`src/rtl/audio_out_tx.sv`:
```
// audio_out_tx: double-buffered per-channel sample bank streamed out as an MSB-first TDM frame.
// Optional build macro AUDIO_OUT_TX_CLEAR_EN zeroes the outgoing read bank on every commit.
module audio_out_tx #(
    parameter int CHANNELS = 16,
    parameter int SCK_DIV  = 2
) (
    input  logic        ck,
    input  logic        rst,
    input  logic        in_we,
    input  logic [3:0]  in_addr,
    input  logic [15:0] in_audio,
    input  logic        swap,
    output logic        sck,
    output logic        ws,
    output logic        sd,
    output logic        frame_start,
    output logic        overrun
);
    localparam int SLOT_W = $clog2(CHANNELS);
    localparam int DIV_W  = (SCK_DIV > 1) ? $clog2(SCK_DIV) : 1;
    localparam logic [DIV_W-1:0]  DIV_LAST  = DIV_W'(SCK_DIV - 1);
    localparam logic [SLOT_W-1:0] SLOT_LAST = SLOT_W'(CHANNELS - 1);
    localparam logic [4:0]        CH_LIM    = 5'(CHANNELS);

    logic              sck_q, sck_d;
    logic              ws_q, ws_d;
    logic              sd_q, sd_d;
    logic              frame_start_q, frame_start_d;
    logic              overrun_q, overrun_d;
    logic              pending_q, pending_d;
    logic              wr_sel_q, wr_sel_d;
    logic              started_q, started_d;
    logic [DIV_W-1:0]  div_q, div_d;
    logic [3:0]        bit_q, bit_d;
    logic [SLOT_W-1:0] slot_q, slot_d;
    logic [15:0]       bank_q [2][CHANNELS];

    logic              div_wrap, sck_fall, boundary, commit, wr_valid, rd_sel;
    logic [SLOT_W-1:0] wr_slot;
    logic [15:0]       rd_word;

    always_comb begin
        div_wrap = (div_q == DIV_LAST);
        sck_fall = div_wrap && sck_q;
        boundary = !started_q || (sck_fall && bit_q == 4'd0 && slot_q == SLOT_LAST);
        commit   = boundary && pending_q;
        wr_valid = in_we && ({1'b0, in_addr} < CH_LIM);
        wr_slot  = in_addr[SLOT_W-1:0];

        started_d     = 1'b1;
        frame_start_d = boundary;
        pending_d     = swap || (pending_q && !commit);
        overrun_d     = overrun_q || (swap && pending_q);
        wr_sel_d      = wr_sel_q ^ commit;
        div_d         = div_wrap ? '0 : div_q + DIV_W'(1);
        sck_d         = sck_q ^ div_wrap;
        bit_d         = bit_q;
        slot_d        = slot_q;
        ws_d          = ws_q;

        if (boundary) begin
            div_d  = '0;
            sck_d  = 1'b0;
            bit_d  = 4'd15;
            slot_d = '0;
            ws_d   = 1'b1;
        end else if (sck_fall) begin
            ws_d = 1'b0;
            if (bit_q == 4'd0) begin
                bit_d  = 4'd15;
                slot_d = slot_q + SLOT_W'(1);
            end else begin
                bit_d = bit_q - 4'd1;
            end
        end

        // A write on the commit edge targets the bank that is about to be read; forward it.
        rd_sel  = !wr_sel_d;
        rd_word = bank_q[rd_sel][slot_d];
        if (wr_valid && (wr_sel_q == rd_sel) && (wr_slot == slot_d)) begin
            rd_word = in_audio;
        end
        sd_d = (boundary || sck_fall) ? rd_word[bit_d] : sd_q;
    end

    always_ff @(posedge ck) begin
        if (!rst) begin
            sck_q         <= 1'b0;
            ws_q          <= 1'b0;
            sd_q          <= 1'b0;
            frame_start_q <= 1'b0;
            overrun_q     <= 1'b0;
            pending_q     <= 1'b0;
            wr_sel_q      <= 1'b0;
            started_q     <= 1'b0;
            div_q         <= '0;
            bit_q         <= 4'd15;
            slot_q        <= '0;
        end else begin
            sck_q         <= sck_d;
            ws_q          <= ws_d;
            sd_q          <= sd_d;
            frame_start_q <= frame_start_d;
            overrun_q     <= overrun_d;
            pending_q     <= pending_d;
            wr_sel_q      <= wr_sel_d;
            started_q     <= started_d;
            div_q         <= div_d;
            bit_q         <= bit_d;
            slot_q        <= slot_d;
        end
    end

    always_ff @(posedge ck) begin
        if (!rst) begin
            for (int c = 0; c < 2; c++) begin
                for (int i = 0; i < CHANNELS; i++) begin
                    bank_q[c][i] <= '0;
                end
            end
        end else begin
`ifdef AUDIO_OUT_TX_CLEAR_EN
            if (commit) begin
                for (int i = 0; i < CHANNELS; i++) begin
                    bank_q[!wr_sel_q][i] <= '0;
                end
            end
`endif
            if (wr_valid) begin
                bank_q[wr_sel_q][wr_slot] <= in_audio;
            end
        end
    end

    assign sck         = sck_q;
    assign ws          = ws_q;
    assign sd          = sd_q;
    assign frame_start = frame_start_q;
    assign overrun     = overrun_q;

endmodule
```
`config.mk`:
```
export PLATFORM = sky130hd
export DESIGN_NAME = audio_out_tx
export DESIGN_NICKNAME = d
export VERILOG_FILES = /design/src/rtl/audio_out_tx.sv
export SDC_FILE = /design/constraint.sdc
export NUM_CORES = 1
export LEC_CHECK = 0
export CAP_MARGIN = 30
export CORE_ASPECT_RATIO = 2
export CORE_MARGIN = 3
export CORE_UTILIZATION = 30
export CTS_BUF_LIST = sky130_fd_sc_hd__clkbuf_4 sky130_fd_sc_hd__clkbuf_8
export CTS_CLUSTER_DIAMETER = 120
export DETAILED_ROUTE_END_ITERATION = 10
export HOLD_SLACK_MARGIN = 0.15
export PLACE_DENSITY_LB_ADDON = 0.25
export SYNTH_ARGS = -nofsm -noshare
export SYNTH_HDL_FRONTEND = slang
export SYNTH_SLANG_ARGS = --single-unit
```
`constraint.sdc`:
```
create_clock -name ck -period 6.1 [get_ports ck]
set_input_delay 1.22 -clock ck [delete_from_list [all_inputs] [get_ports ck]]
set_output_delay 1.22 -clock ck [all_outputs]
set_load 0.01 [all_outputs]
```
==> results.json, run 1 <==
{
  "synthCells": 2236,
  "worstMarginPinSlew_ps": 1071,
  "antenna_found_initial": 6,
  "cts_buffers": 73,
  "clk_latency_ps": 690,
  "n_fill_cell": 8207,
  "drive_gt1_share_pct": 11.74,
  "holdPathStages": 1,
  "synth_top_family_by_area": "simple AND/OR/NAND/NOR gates",
  "drc": 0,
  "cts_tree": "yes",
  "rsz0062_at_grt": "no",
  "ioPinCount": 29,
  "critical_path_required_ps": 6720,
  "switchingPower_mw": 2.028,
  "fin_crit_sh_pct": 79.85,
  "yosys.area_share.simple_pct": 16.72,
  "reg2reg_depth": 12,
  "p_int_mw": 5.793,
  "syn_area_um2": 24870,
  "fin_tns_setup_ps": 0,
  "synthMuxAreaShare_pct": 2.924,
  "synthArstFlopShare_pct": 0,
  "p_leak_nw": 9.755,
  "vias": 19740,
  "postLayoutCoreUtil_pct": 34.48,
  "finalHoldViolCount": 0,
  "grt-ovfl-total": 0,
  "layout_setup_ws_ps": 1229,
  "pwr-share-seq_pct": 54.0,
  "hp-class": "reg2reg",
  "postCtsHoldBufs": 0,
  "area_growth_pct": 13.49,
  "num_rows": 148,
  "cts.sinks": 529,
  "grt_usage_pct": 24.76,
  "drv_cap": 0,
  "synthAdderAreaFrac_pct": 0.1510,
  "firstDrtPassIters": 8,
  "postSynthAreaPerCell_um2": 11.12,
  "place_hpwl_um": 73590,
  "die_w_um": 209.6,
  "wl_um": 109000,
  "die_y_um": 413.1,
  "setup_viol": 0,
  "swShare_pct": 25.93,
  "start_util_pct": 30.38,
  "slew_violations": 0,
  "nets": 2281,
  "synth_nets": 2263,
  "status": "finished clean",
  "min_period_ps": 4871,
  "pwr-share-comb_pct": 9.4,
  "synth_ff_type": "edfxtp_1",
  "synth_compound_gate_area_share_pct": 12.49,
  "dpl_cell_area_um2": 26760,
  "power_mw": 7.822,
  "dp_slack_ps": 1094,
  "synthDistinctLibCells": 76,
  "vdd.ir_drop.worst_mv": 0.1393,
  "finClkSkew_ps": 19.44,
  "cts_root_buf": "clkbuf_8",
  "synth_edf_count": 512,
  "grt_pass1_wl_um": 151000,
  "fmax_ghz": 0.2053,
  "cts.path.max_buffers": 3,
  "slew_headroom_pct": 28.40,
  "cp.arrival_ps": 5490,
  "drtAntennaViolNets": 0,
  "wire_per_inst_um": 32.42,
  "synth-xor-area-share_pct": 0.3170,
  "post-route-cell-area_um2": 28220,
  "postCtsSetupRepairBufs": 0,
  "ys_seq_area_share_pct": 63.20,
  "grt_max_degree": 73,
  "io_buffers": 28,
  "clkPwrFrac_pct": 36.6,
  "path_class": "reg2reg",
  "powerDensity_nw_per_um2": 277.2,
  "dieArea_um2": 86580,
  "core_um2": 81850,
  "cp-end-kind": "flop",
  "gp_congestion": 0.9676,
  "yosys_warnings": 0,
  "cp_max_fo": 46,
  "synth_seq_cells": 529,
  "grt_pass1_vias": 19720,
  "cts_resized": 0,
  "drt_iter0_drc": 2323,
  "via_per_inst": 5.873,
  "start_kind": "flop",
  "cts.htree.levels": 3,
  "path_clk_slew_ps": 70
}
registers in the layout, indices dropped and copies added, names as in the netlist:
name         count
bank_q         512
bit_q            4
div_q            1
frame_start      1
overrun          1
pending_q        1
sck              1
sd               1
slot_q           4
started_q        1
wr_sel_q         1
ws               1
worst max-delay path: stages (launching register included):
cell and delay, ps:
dfxtp_1 340, ha_1 360, nand4bb_4 400, o21a_4 440, xnor2_4 780, buf_12 330, nand2_1 90, nand3_1 80
nand3_1 320, nor3_1 860, o311ai_1 330, o2111ai_1 190, o311a_1 200
final timing paths:
| path | start | to | slack [ps] |
|---|---|---|---|
| hold reg to reg | div_q | div_q | 430 |
| setup reg to reg | sck | sd | 1230 |
| hold / removal | div_q | div_q | 430 |
| setup / recovery | sck | sd | 1230 |
cell usage after synthesis (10+ instances only):
master     count  share of area (%)
a311oi_1      17               0.60
dfxtp_1       17                1.4
buf_4         15               0.45
o21ai_0       69                1.4
a221oi_1      11               0.39
clkbuf_1     111                1.7
o221ai_1      27               0.95
o31ai_1       15               0.45
a31oi_1       42                1.1
a32oi_1       15               0.53
edfxtp_1     512                 62
nor2_1       309                4.7
inv_1         38               0.57
a21oi_1       67                1.3
nor3_1        27               0.54
and3_1        25               0.63
o22ai_1       52                1.3
buf_2         50                1.0
a211oi_1      15               0.45
mux4_2        10               0.91
nand4_1       27               0.68
nand2_1      379                5.7
mux2i_1       49                2.0
and2_1        37               0.93
a2111oi_0     20               0.70
o211ai_1      22               0.66
nand3_1      118                2.4
kinds of logic after synthesis:
family          Yosys count
flops                   529
simple gates            962
mux                      60
buf+inv                 229
xor+xnor                  6
compound gates          447
fa+ha+maj                 3
metal layers:
layer / vias to the layer above / part of all wire, % / GRT usage, %
met3: 406 / 7.4 / 4.328
li1: 8335 / - / -
met2: 1223 / 51 / 43.98
met1: 9774 / 31 / 24.52
met4: 0 / 11 / 21.92
met5: - / 0 / 0
area by class of cell:
class / instances / area [µm²] / share of cell area (%)
clock inverter: 34 / 254.0 / 0.9001
antenna: 3 / 7.507 / 0.02660
multi-input combinational: 1478 / 8279 / 29.34
timing repair buffer: 134 / 1310 / 4.642
clock buffer: 95 / 1189 / 4.212
inverter: 38 / 142.6 / 0.5055
sequential: 529 / 15720 / 55.72
tap: 1050 / 1314 / 4.656
placed cells by master (no fill, tap or decap), types with 11 or more instances in the layout:
cell type          n
inv_1             37
a31oi_1           41
o221ai_1          27
nand3_1          117
a32oi_1           15
buf_4             82
nor3_1            27
and2_1            37
o21ai_0           64
a311oi_1          17
mux2i_1           49
clkbuf_4          19
a221oi_1          11
clkinv_1          20
clkdlybuf4s50_1   27
o31ai_1           12
dfxtp_1           15
edfxtp_1         512
o211ai_1          22
and3_1            25
nor2_1           303
clkbuf_8          76
nand2_1          378
nand4_1           27
o22ai_1           52
a211oi_1          15
a2111oi_0         20
a21oi_1           63
power by group through the flow:
| stage | Combinational, mW | Sequential [mW] | Clock (mW) |
|---|---|---|---|
| floorplan | 0.398 | 4.27 | 0 |
| global placement | 0.700 | 4.30 | 0 |
| detailed placement | 0.724 | 4.30 | 0 |
| CTS | 0.726 | 4.23 | 2.90 |
| global route | 0.765 | 4.24 | 3.05 |
| finish | 0.733 | 4.23 | 2.86 |
stage by stage:
stage                     std cells  hold slack (ps)
final                          3361            432.9
after global routing           3360            469.3
after CTS                      3356            430.0
after detailed placement       3227            414.4
after global placement         3208            420.1
after floorplan                2236            396.7
No activity file was read; power rests on OpenSTA's default activity.
==> run 2: changes to the inputs <==
- clock period: 6.1 -> 4.1 ns (I/O delays scaled with it)
==> run 2 against run 1 <==
- utilization up 1.3 points
- hold slack got worse by 17 ps
- via count up 3.7%
- routed wire length rose by 4.9%
==> results.json, run 2 (synthesized netlist as in run 1, its figures left out) <==
{
  "place_hpwl_um": 76330,
  "reg2reg_slack_ps": 100,
  "final_common_cell": "edfxtp_1",
  "gp_congestion": 0.9655,
  "n_fill_cell": 8123,
  "firstDrtPassIters": 6,
  "dp_cells": 3339,
  "post-route-cell-area_um2": 29250,
  "start_kind": "flop",
  "min_from": "div_q",
  "wire_per_inst_um": 32.89,
  "finalHoldViolCount": 0,
  "slew_violations": 0,
  "reg_top3": "bank_q (512), bit_q (4), slot_q (4)",
  "fin_crit_sh_pct": 97.47,
  "status": "finished clean",
  "dpl_cell_area_um2": 27680,
  "min_period_ps": 3996,
  "p_leak_nw": 10.37,
  "drc": 0,
  "cts_buffers": 74,
  "wl_um": 114300,
  "cp-end-kind": "flop",
  "die_y_um": 413.1,
  "via_per_inst": 5.890,
  "grt_max_degree": 84,
  "dieArea_um2": 86580,
  "finClkSkew_ps": 27.39,
  "drive_gt1_share_pct": 16.25,
  "fin_tns_setup_ps": 0,
  "ioPinCount": 29,
  "fmax_ghz": 0.2502,
  "startpoint": "bit_q[0]",
  "cts.sinks": 529,
  "cts_root_buf": "clkbuf_8",
  "largest_register_ffs": 512,
  "grt_usage_pct": 25.93,
  "area_growth_pct": 17.65,
  "drt_iter0_drc": 2229,
  "layout.cells.non_filler": 3476,
  "core_um2": 81850,
  "setup_viol": 0,
  "timing.rr.start": "bit_q[0]",
  "slew_headroom_pct": 32.42,
  "top_register": "bank_q",
  "nets": 2396,
  "cp_max_fo": 44,
  "grt_pass1_vias": 20620,
  "cp.arrival_ps": 4590,
  "path_clk_slew_ps": 70,
  "drv_cap": 0,
  "hp-class": "reg2reg",
  "grt-ovfl-total": 0,
  "path_class": "reg2reg",
  "clk_latency_ps": 700,
  "cts_tree": "yes",
  "io_buffers": 28,
  "rsz0062_at_grt": "no",
  "vdd.ir_drop.worst_mv": 0.2015,
  "antenna_found_initial": 5,
  "critical_path_required_ps": 4690,
  "die_w_um": 209.6,
  "vias": 20470,
  "cts.htree.levels": 3,
  "powerDensity_nw_per_um2": 410.4,
  "grt_pass1_wl_um": 157900,
  "start_util_pct": 30.38,
  "cts.path.max_buffers": 3,
  "worstMarginPinSlew_ps": 1012,
  "drtAntennaViolNets": 0,
  "num_rows": 148,
  "mostFrequentLayoutCells": "edfxtp_1 (512), nand2_1 (378), nor2_1 (303)"
}
## run 2: changes by cell type in the layout (fill, tap and decap cells not counted), sizes merged
cell and change:
buf +115, bufinv +3, clkbuf -4, clkinvlp +1, diode -2, inv +2
## run 2: worst max-delay path, cell delays in order, from the launching register on
cell and delay, ps:
dfxtp_1 340, inv_1 90, ha_1 260, nand4bb_4 130, buf_4 260, nor2_4 160, buf_12 230, buf_4 290
a311o_1 200, nand4_1 150, a21boi_0 210, a211oi_1 620, nand4_1 280, nand3_1 180, a31oi_1 50, o311a_1 330
## run 2: repair_timing
action                     CTS  global route
hold buffers                 0             0
resized for setup            0             1
setup buffers                0             4
setup endpoints to repair    0             1
## run 2: power by group
group	switching (mW)	total, mW	internal [mW]
Combinational	0.852	1.21	0.354
Sequential	0.0971	6.27	6.18
Clock	2.20	4.53	2.33
## run 2: worst paths after layout
check	to	cells after the start
worst min register to register	div_q	1
worst min-delay path	div_q	1
worst max-delay path	sd	15
worst max register to register	sd	15
## run 2: through the flow
stage / hold slack [ps] / setup WS, ps / power (mW) / utilization [%]
CTS: 419.6 / 70.26 / 12.05 / 35.70
detailed placement: 410.8 / 134.1 / 7.576 / 33.82
finish: 415.4 / 103.7 / 12.01 / 35.74
global route: 442.8 / 1.699 / 12.34 / 35.74
floorplan: 396.7 / 862.7 / 6.948 / -
global placement: 404.2 / 132.1 / 7.559 / 33.82
## run 2: routing by layer
layer  wire (µm)  track usage [%]
met1       36140            26.27
met2       58540            46.58
met3        8006            4.025
met4       11640            21.29
met5          13                0
## run 2: cell type report
class	count	area (µm²)	share of cell area, %
timing repair buffer	248	2281	7.797
clock inverter	40	374.1	1.279
sequential	529	15720	53.74
clock buffer	92	1166	3.986
antenna	1	2.502	0.008554
inverter	38	142.6	0.4876
tap	1050	1314	4.491
multi-input combinational	1478	8252	28.21
